**src/rtl/masked_dom_gate_seq_pkg.sv**
```systemverilog
// masked_pkg: shared types and index helpers for the sequential masked DOM gate.
package masked_pkg;
  typedef enum logic [1:0] {IDLE, CROSS, COMP, DONE} state_t;
  function automatic int nr(input int nshares);
    return nshares * (nshares - 1) / 2;
  endfunction
  // Lexicographic index of the unordered share pair (i,j); the diagonal maps to 0 and is masked off by callers.
  function automatic int pair_idx(input int i, input int j, input int nshares);
    int lo;
    int hi;
    lo = i < j ? i : j;
    hi = i < j ? j : i;
    return (i == j) ? 0 : lo * nshares - lo * (lo + 1) / 2 + hi - lo - 1;
  endfunction
endpackage

```
**src/rtl/masked_dom_gate_seq_if.sv**
```systemverilog
// masked_dom_gate_seq_if: input, randomness and output handshakes of the masked gate.
interface masked_dom_gate_seq_if
  import masked_pkg::*;
#(
  parameter int NSHARES = 2,
  parameter int NIN = 10
);
  logic in_valid;
  logic in_ready;
  logic op_or;
  logic [NIN*NSHARES-1:0] in_sh;
  logic [nr(NSHARES)-1:0] rnd;
  logic rnd_valid;
  logic rnd_ready;
  logic out_valid;
  logic out_ready;
  logic [NSHARES-1:0] x_sh;
  logic [NSHARES-1:0] xbar_sh;
  modport master (
    output in_valid, op_or, in_sh, rnd, rnd_valid, out_ready,
    input in_ready, rnd_ready, out_valid, x_sh, xbar_sh
  );
  modport slave (
    input in_valid, op_or, in_sh, rnd, rnd_valid, out_ready,
    output in_ready, rnd_ready, out_valid, x_sh, xbar_sh
  );
endinterface

```
**src/rtl/masked_dom_gate_seq_dom_and_stage.sv**
```systemverilog
// dom_and_stage: DOM-AND accumulator with a registered cross/inner-domain layer and share compression.
module dom_and_stage
  import masked_pkg::*;
#(
  parameter int NSHARES = 2
) (
  input  logic                     clk,
  input  logic                     rst_n,
  input  logic                     load,
  input  logic [NSHARES-1:0]       load_val,
  input  logic                     cross_en,
  input  logic [NSHARES-1:0]       b,
  input  logic [nr(NSHARES)-1:0]   rnd,
  input  logic                     comp_en,
  input  logic                     clr,
  output logic [NSHARES-1:0]       y
);
  logic [NSHARES-1:0] acc_d, acc_q;
  // Row i holds every partial product landing in share domain i; the diagonal is the unmasked inner term.
  logic [NSHARES-1:0][NSHARES-1:0] c_d, c_q;
  always_comb begin
    c_d = c_q;
    acc_d = acc_q;
    for (int i = 0; i < NSHARES; i++) begin
      y[i] = ^c_q[i];
      for (int j = 0; j < NSHARES; j++)
        if (cross_en) c_d[i][j] = (acc_q[i] & b[j]) ^ ((i != j) & rnd[pair_idx(i, j, NSHARES)]);
      if (comp_en) acc_d[i] = y[i];
    end
    if (load) acc_d = load_val;
    if (clr) begin
      acc_d = '0;
      c_d = '0;
    end
  end
  always_ff @(posedge clk or negedge rst_n)
    if (!rst_n) begin
      acc_q <= '0;
      c_q <= '0;
    end else begin
      acc_q <= acc_d;
      c_q <= c_d;
    end
endmodule

```
**src/rtl/masked_dom_gate_seq.sv**
```systemverilog
// masked_dom_gate_seq: sequential masked AND/OR over NIN shared bits, one DOM-AND step per two cycles.
module masked_dom_gate_seq
  import masked_pkg::*;
#(
  parameter int NSHARES = 2,
  parameter int NIN = 10
) (
  input logic clk,
  input logic rst_n,
  masked_dom_gate_seq_if.slave bus
);
  localparam int IW = $clog2(NIN);
  localparam logic [NSHARES-1:0] S0 = NSHARES'(1);
  localparam logic [IW-1:0] LAST = IW'(NIN - 1);
  state_t state_d, state_q;
  logic [IW-1:0] idx_d, idx_q;
  logic [NIN*NSHARES-1:0] sh_d, sh_q;
  logic op_d, op_q;
  logic [NSHARES-1:0] x_d, x_q, xb_d, xb_q;
  logic ov_d, ov_q;
  logic load, cross_en, comp_en, clr;
  logic [NSHARES-1:0] inv, load_val, b, y;
  // OR is evaluated as ~AND(~v): flipping share 0 negates the shared value.
  assign inv = op_q ? S0 : '0;
  assign load_val = bus.in_sh[NSHARES-1:0] ^ (bus.op_or ? S0 : '0);
  assign b = sh_q[int'(idx_q)*NSHARES +: NSHARES] ^ inv;
  dom_and_stage #(.NSHARES(NSHARES)) u_stage (
    .clk(clk), .rst_n(rst_n), .load(load), .load_val(load_val), .cross_en(cross_en),
    .b(b), .rnd(bus.rnd), .comp_en(comp_en), .clr(clr), .y(y)
  );
  always_comb begin
    state_d = state_q;
    idx_d = idx_q;
    sh_d = sh_q;
    op_d = op_q;
    x_d = x_q;
    xb_d = xb_q;
    ov_d = ov_q;
    load = 1'b0;
    cross_en = 1'b0;
    comp_en = 1'b0;
    clr = 1'b0;
    case (state_q)
      IDLE: if (bus.in_valid) begin
        sh_d = bus.in_sh;
        op_d = bus.op_or;
        load = 1'b1;
        idx_d = IW'(1);
        state_d = CROSS;
      end
      CROSS: if (bus.rnd_valid) begin
        cross_en = 1'b1;
        state_d = COMP;
      end
      COMP: begin
        comp_en = 1'b1;
        if (idx_q == LAST) begin
          // Final compression goes straight to the output regs while all working state is wiped.
          x_d = y ^ inv;
          xb_d = y ^ inv ^ S0;
          ov_d = 1'b1;
          clr = 1'b1;
          sh_d = '0;
          idx_d = '0;
          state_d = DONE;
        end else begin
          idx_d = idx_q + IW'(1);
          state_d = CROSS;
        end
      end
      DONE: if (bus.out_ready) begin
        x_d = '0;
        xb_d = '0;
        ov_d = 1'b0;
        state_d = IDLE;
      end
      default: state_d = IDLE;
    endcase
  end
  always_ff @(posedge clk or negedge rst_n)
    if (!rst_n) begin
      state_q <= IDLE;
      idx_q <= '0;
      sh_q <= '0;
      op_q <= 1'b0;
      x_q <= '0;
      xb_q <= '0;
      ov_q <= 1'b0;
    end else begin
      state_q <= state_d;
      idx_q <= idx_d;
      sh_q <= sh_d;
      op_q <= op_d;
      x_q <= x_d;
      xb_q <= xb_d;
      ov_q <= ov_d;
    end
  assign bus.in_ready = state_q == IDLE;
  assign bus.rnd_ready = state_q == CROSS;
  assign bus.out_valid = ov_q;
  assign bus.x_sh = x_q;
  assign bus.xbar_sh = xb_q;
endmodule

```
**src/flat_wrapper.sv**
```systemverilog
// flat-port wrapper written by rule: the top's interface ports become plain ports
module masked_dom_gate_seq_flat import masked_pkg::*;
#(
  parameter int NSHARES = 2,
  parameter int NIN = 10
)
  (clk, rst_n, bus_in_valid, bus_op_or, bus_in_sh, bus_rnd, bus_rnd_valid, bus_out_ready, bus_in_ready, bus_rnd_ready, bus_out_valid, bus_x_sh, bus_xbar_sh);
  masked_dom_gate_seq_if #(.NSHARES(NSHARES), .NIN(NIN)) bus_i ();
  input logic clk;
  input logic rst_n;
  input wire logic [$bits(bus_i.in_valid)-1:0] bus_in_valid;
  input wire logic [$bits(bus_i.op_or)-1:0] bus_op_or;
  input wire logic [$bits(bus_i.in_sh)-1:0] bus_in_sh;
  input wire logic [$bits(bus_i.rnd)-1:0] bus_rnd;
  input wire logic [$bits(bus_i.rnd_valid)-1:0] bus_rnd_valid;
  input wire logic [$bits(bus_i.out_ready)-1:0] bus_out_ready;
  output wire logic [$bits(bus_i.in_ready)-1:0] bus_in_ready;
  output wire logic [$bits(bus_i.rnd_ready)-1:0] bus_rnd_ready;
  output wire logic [$bits(bus_i.out_valid)-1:0] bus_out_valid;
  output wire logic [$bits(bus_i.x_sh)-1:0] bus_x_sh;
  output wire logic [$bits(bus_i.xbar_sh)-1:0] bus_xbar_sh;
  assign bus_i.in_valid = bus_in_valid;
  assign bus_i.op_or = bus_op_or;
  assign bus_i.in_sh = bus_in_sh;
  assign bus_i.rnd = bus_rnd;
  assign bus_i.rnd_valid = bus_rnd_valid;
  assign bus_i.out_ready = bus_out_ready;
  assign bus_in_ready = bus_i.in_ready;
  assign bus_rnd_ready = bus_i.rnd_ready;
  assign bus_out_valid = bus_i.out_valid;
  assign bus_x_sh = bus_i.x_sh;
  assign bus_xbar_sh = bus_i.xbar_sh;
  masked_dom_gate_seq #(.NSHARES(NSHARES), .NIN(NIN)) u_core (.clk(clk), .rst_n(rst_n), .bus(bus_i));
endmodule
```
**config.mk**
```make
export PLATFORM = sky130hd
export DESIGN_NAME = masked_dom_gate_seq_flat
export DESIGN_NICKNAME = d
export VERILOG_FILES = /design/src/rtl/masked_dom_gate_seq_pkg.sv /design/src/rtl/masked_dom_gate_seq_if.sv /design/src/rtl/masked_dom_gate_seq_dom_and_stage.sv /design/src/rtl/masked_dom_gate_seq.sv /design/src/flat_wrapper.sv
export SDC_FILE = /design/constraint.sdc
export NUM_CORES = 1
export LEC_CHECK = 0
export CAP_MARGIN = 20
export CORE_MARGIN = 4
export CORE_UTILIZATION = 27
export DETAILED_ROUTE_END_ITERATION = 8
export HOLD_SLACK_MARGIN = 0.08
export PLACE_DENSITY_LB_ADDON = 0.05
export SYNTH_ARGS = -nofsm -noshare
export SYNTH_HDL_FRONTEND = slang
export SYNTH_SLANG_ARGS = --single-unit
```
**constraint.sdc**
```tcl
create_clock -name clk -period 5.9 [get_ports clk]
set_input_delay 0.59 -clock clk [delete_from_list [all_inputs] [get_ports clk]]
set_output_delay 0.59 -clock clk [all_outputs]
set_load 0.1 [all_outputs]
```
## After elaboration in Yosys (flattened, before gate mapping)

Cells that the tools add are included.

- Register bits: 38
- Latch bits: 0
- Memory bits (writable): 0
- Memory bits (read-only): 0
- Output and inout port bits: 7
- Word-level logic and storage cells: 78
- Memories: 0

- $add $sub $neg: 1
- Multipliers: 0
- Div/mod/pow operators: 0
- Magnitude comparators: 0
- Equal/unequal tests: 8
- Shift-type cells: 1
- Muxes and demuxes: 36
- Bitwise gates (word level): 10
- Reductions and logical operators: 12

Operator list:

| kind | number |
|---|---|
| two-way mux 20 bit | 2 |
| one-hot mux 20 bit (2 select lines) | 1 |
| indexed part select 20 x 6 -> 2 bit | 1 |
| two-way mux 1 bit | 17 |
| two-way mux 2 bit | 8 |
| two-way mux 4 bit | 3 |
| AND reduction 3 bit | 3 |
| one-hot mux 2 bit (2 select lines) | 2 |
| one-hot mux 2 bit (4 select lines) | 1 |
| one-hot mux 4 bit (2 select lines) | 1 |
| inequality test 2 bit, second input constant | 3 |
| nonzero test 2 bit | 3 |
| bitwise XOR 2 bit | 3 |
| adder 4 x 1 -> 4 bit, second input constant | 1 |
| AND 1 bit | 4 |
| equality test 2 bit, second input constant | 2 |
| equality test 4 bit, second input constant | 1 |
| AND reduction 2 bit | 2 |
| parity 2 bit | 2 |
| nonzero test 3 bit | 1 |
| equality test 2 x 1 -> 1 bit, second input constant | 1 |
| logical NOT 2 bit | 1 |
| inequality test 2 x 1 -> 1 bit, second input constant | 1 |
| one-hot mux 1 bit (2 select lines) | 1 |
| other kinds (2) | 3 |

## Logic depth before layout (Yosys ltp)

- Depth after elaboration: 6
- Gate-level depth with buffers: 9
- Depth with buffers taken out: 7

## By module

A second synthesis with hierarchy kept.

- Cell total of the unflattened synthesis: 169
- Area total of the unflattened synthesis: 1,885.6 um^2

By module, submodules not included:

| module | instances | cells an instance | area an instance (um^2) | sequential area each (um^2) |
|---|---|---|---|---|
| masked_dom_gate_seq | 1 | 138 | 1,551.5 | 775.7 |
| dom_and_stage | 1 | 31 | 334.1 | 150.1 |

## Worst setup path before layout

OpenSTA, ideal clock, no wires.

- Path type: reg-to-reg
- Start point: register u_core.state_q[0]
- End point: register u_core.u_stage.c_q[2] (netlist name)
- Setup time: 131 ps
- Data arrival time: 2,874 ps
- Data required time: 5,769 ps
- Setup slack: 2,895 ps
- Cell stages (with the launch flop): 6
- Clock period less this slack: 3,005 ps
- Cells stage by stage: dfrtp_1 -> clkbuf_1 -> nor2b_1 -> nand2_2 -> and3_1 -> or3b_1

- Cells in the longest elaborated chain, start to end: 3

RTL lines:

| element | RTL line | text |
|---|---|---|
| start: declaration | masked_dom_gate_seq.sv:15 | `state_t state_d, state_q;` |
| start signal: assignment | masked_dom_gate_seq.sv:90 | `state_q <= state_d;` |
| equality test 2 x 1 -> 1 bit | -- |  |
| named net bus_rnd_ready | flat_wrapper.sv:18 | `output wire logic [$bits(bus_i.rnd_ready)-1:0] bus_rnd_ready;` |
| two-way mux 1 bit | masked_dom_gate_seq.sv:43 | `case (state_q)` |
| nonzero test 2 bit (no line) | -- |  |
| end signal: assignment | masked_dom_gate_seq_dom_and_stage.sv:39 | `c_q <= '0;` |
| end signal: assignment | masked_dom_gate_seq_dom_and_stage.sv:42 | `c_q <= c_d;` |
| end: declaration | masked_dom_gate_seq_dom_and_stage.sv:20 | `logic [NSHARES-1:0][NSHARES-1:0] c_d, c_q;` |

The timed path passes the listed nets, and every way through them passes these cells.
A chain may end at the register's enable or synchronous reset.

## Final worst setup path

- Start point: register u_core.state_q[0]
- End point: output port bus_rnd_ready

- Cells in the longest elaborated chain, start to end: 1

RTL lines:

| element | RTL line | text |
|---|---|---|
| equality test 2 x 1 -> 1 bit | masked_dom_gate_seq.sv:99 | `assign bus.rnd_ready = state_q == CROSS;` |
| end: declaration | flat_wrapper.sv:18 |  |

Every way passes these cells.

==> impl_metrics.env <==
export IMPL_routedWlPerCell_um=14.3
export IMPL_setup_ws_ns=3.11
export IMPL_drc=0
export IMPL_grt_pass1_wl_mm=7.94
export IMPL_grt_max_degree=38
export IMPL_cp_buffers_inverters=1
export IMPL_cts_tree="yes"
export IMPL_antenna_found_initial=0
export IMPL_synthDistinctLibCells=37
export IMPL_first_pass_iters=4
export IMPL_final_cell_area_um2=2350
export IMPL_skew_ns=0.00401
export IMPL_timing_fmax_mhz=358
export IMPL_r2r_cells=5
export IMPL_track_usage_pct=12.1
export IMPL_die_x_um=91.9
export IMPL_path_cells="nor2b_1, clkdlybuf4s50_1"
export IMPL_start_util_pct=27.8
export IMPL_layout_cells_non_filler=329
export IMPL_placed_area_um2=2280
export IMPL_finalSetupViolations=0
export IMPL_worstMarginPinSlew_ns=1.02
export IMPL_hold_buffers=0
export IMPL_r2r_end="u_core.u_stage.c_q[2]"
export IMPL_synthArstFlopShare_pct=100
export IMPL_wirelength_mm=4.70
export IMPL_io_pins=34
export IMPL_layout_common_cells="nand2_1, dfrtp_1, clkdlybuf4s50_1, nand3_1, o21ai_0"
export IMPL_coreArea_um2=6830
export IMPL_ys_ff_latch=37
export IMPL_cp_max_fo=9
export IMPL_fill_cells=733
export IMPL_fin_crit_sh_pct=47.3
export IMPL_clock_root_buffer="clkbuf_8"
export IMPL_cts_buffer_depth=2
export IMPL_cp_arrival_ns=2.20
export IMPL_crit_path_max_incr_delay_ns=1.17
export IMPL_min_path_type="in -> async"
export IMPL_hpwl_mm=3.26
export IMPL_final_common_cell="nand2_1"
export IMPL_rows=30
export IMPL_die_h_um=91.9
export IMPL_multiInputGateArea_um2=896
export IMPL_finalCriticalPeriod_ns=2.79
export IMPL_viasPerCell=4.50
export IMPL_cts_resized=0
export IMPL_worst_setup_path_type="reg -> out"
export IMPL_syn_area_um2=1900
export IMPL_end_kind="primary output"
export IMPL_slowest_stage="clkdlybuf4s50_1"
export IMPL_insertion_delay_ns=0.29
export IMPL_syn_mean_instance_area_um2=9.18
export IMPL_place_gp_congestion=0.702
export IMPL_yosys_warnings=0
export IMPL_rrSetupSlack_ns=3.27
export IMPL_p_leak_nw=1.10
export IMPL_cp_top_family="buffers and inverters"
export IMPL_maxCapViolCount=0
export IMPL_r2r_start="u_core.idx_q[0]"
export IMPL_status="finished, final reports clean"
export IMPL_drtAntennaViolNets=0
export IMPL_drive_above_1_share_pct=4.72
export IMPL_cp_required_ns=5.31
export IMPL_seq_area_um2=926
export IMPL_path_clk_slew_ns=0.07
export IMPL_place_inst=323
export IMPL_nets=263
export IMPL_grt_pass1_vias=1553
export IMPL_post_cts_setup_buffers=0
export IMPL_synth_nets=236
export IMPL_pre_cts_ws_ns=3.23
export IMPL_n_antenna_cell=0
export IMPL_port_buffers=33
export IMPL_clock_sinks=37
export IMPL_max_slew_margin_pct=31.6
export IMPL_setup_tns_ns=0
export IMPL_final_max_slew_viol_count=0
export IMPL_initialDrtViolationCount=47
export IMPL_vias=1480
export IMPL_total_power_mw=1.27
export IMPL_syn_inst=207
export IMPL_synth_edf_count=0
export IMPL_max_vdd_ir_drop_v=0.000131
export IMPL_worstSetupStartpointType="register"
export IMPL_rsz0062_at_grt="no"
export IMPL_die_area_um2=8450
export IMPL_grt_ovfl_total=0
export IMPL_ys_flop_type="dfrtp_1"
export IMPL_cts_buffers_inserted=5
export IMPL_yosysSeqAreaShare_pct=48.7
export IMPL_hold_viol=0
export IMPL_powerDensity_nw_per_um2=541
export IMPL_syn_to_final_growth_pct=23.8
export IMPL_h_tree_depth=2
==> state kept, by name, indices dropped and copies added (netlist names) <==
name / cells
u_core.bus.out_valid: 1
u_core.u_stage.acc_q: 2
u_core.bus.xbar_sh: 1
u_core.sh_q: 20
u_core.op_q: 1
u_core.state_q: 2
u_core.idx_q: 4
u_core.bus.x_sh: 2
u_core.u_stage.c_q: 4
==> Yosys cell counts (all sizes together) (2+ instances only) <==
cell type   n  area [µm²]
nand2      63         239
dfrtp      37         926
nand3      29         145
o21ai      11        55.1
clkbuf      8        30.0
mux2i       8        80.1
buf         5        37.5
nor2        5        18.8
nor2b       4        25.0
and2        3        18.8
inv         3        11.3
mux4        3        75.1
o211ai      3        27.5
xnor2       3        26.3
a21oi       2        10.0
and3        2        12.5
ha          2        25.0
or3b        2        17.5
xor2        2        17.5
==> cells by family after synthesis <==
| kind of cell | share of synthesized area (%) |
|---|---|
| AO/OA/AOI/OAI | 8.43 |
| multiplexers | 8.16 |
| flip-flops | 48.7 |
| XOR/XNOR | 2.30 |
| buffers and inverters | 4.15 |
| adder cells (fa/ha/maj) | 1.32 |
| AND/OR/NAND/NOR | 26.9 |
==> how the worst max path moves through the flow <==
stage	startpoint	end	slack, ns	cells past startpoint
after floorplan	u_core.state_q[0]	u_core.u_stage.c_q[2]	2.89	5
after global placement	u_core.idx_q[0]	u_core.u_stage.c_q[2]	3.27	5
after detailed placement	u_core.idx_q[0]	u_core.u_stage.c_q[2]	3.23	5
after CTS	u_core.state_q[0]	bus_rnd_ready	3.10	2
after global routing	u_core.state_q[0]	bus_rnd_ready	3.00	2
final	u_core.state_q[0]	bus_rnd_ready	3.11	2
==> metrics by stage <==
| stage | hold WS [ns] | utilization, % |
|---|---|---|
| after CTS | 0.443 | 34.4 |
| final | 0.408 | 34.4 |
| after detailed placement | 0.478 | 33.4 |
| after global placement | 0.476 | 33.4 |
| after global routing | 0.492 | 34.4 |
| after floorplan | 0.294 | - |
==> per-layer routing <==
layer	track usage, %	wire length, µm	vias to the layer above
li1	-	-	754
met1	16.2	2330	684
met2	19.0	2110	33
met3	3.04	196	9
met4	4.08	68	0
met5	0	0	-
==> area by class of cell <==
type,count,share of cell area (%)
clock buffers,5,2.93
repair buffers,33,13.8
well taps,96,5.11
clock inverters,1,0.213
multi-input cells,154,38.1
flip-flops and latches,37,39.4
inverters,3,0.479
==> power by group <==
| group | switching (mW) | leakage (nW) | internal (mW) | total, mW |
|---|---|---|---|---|
| Clock | 0.0877 | 0.0399 | 0.0777 | 0.165 |
| Sequential | 0.108 | 0.468 | 0.367 | 0.475 |
| Combinational | 0.403 | 0.597 | 0.230 | 0.633 |
| Total | 0.599 | 1.10 | 0.675 | 1.27 |
No activity file was read; power rests on OpenSTA's default activity.
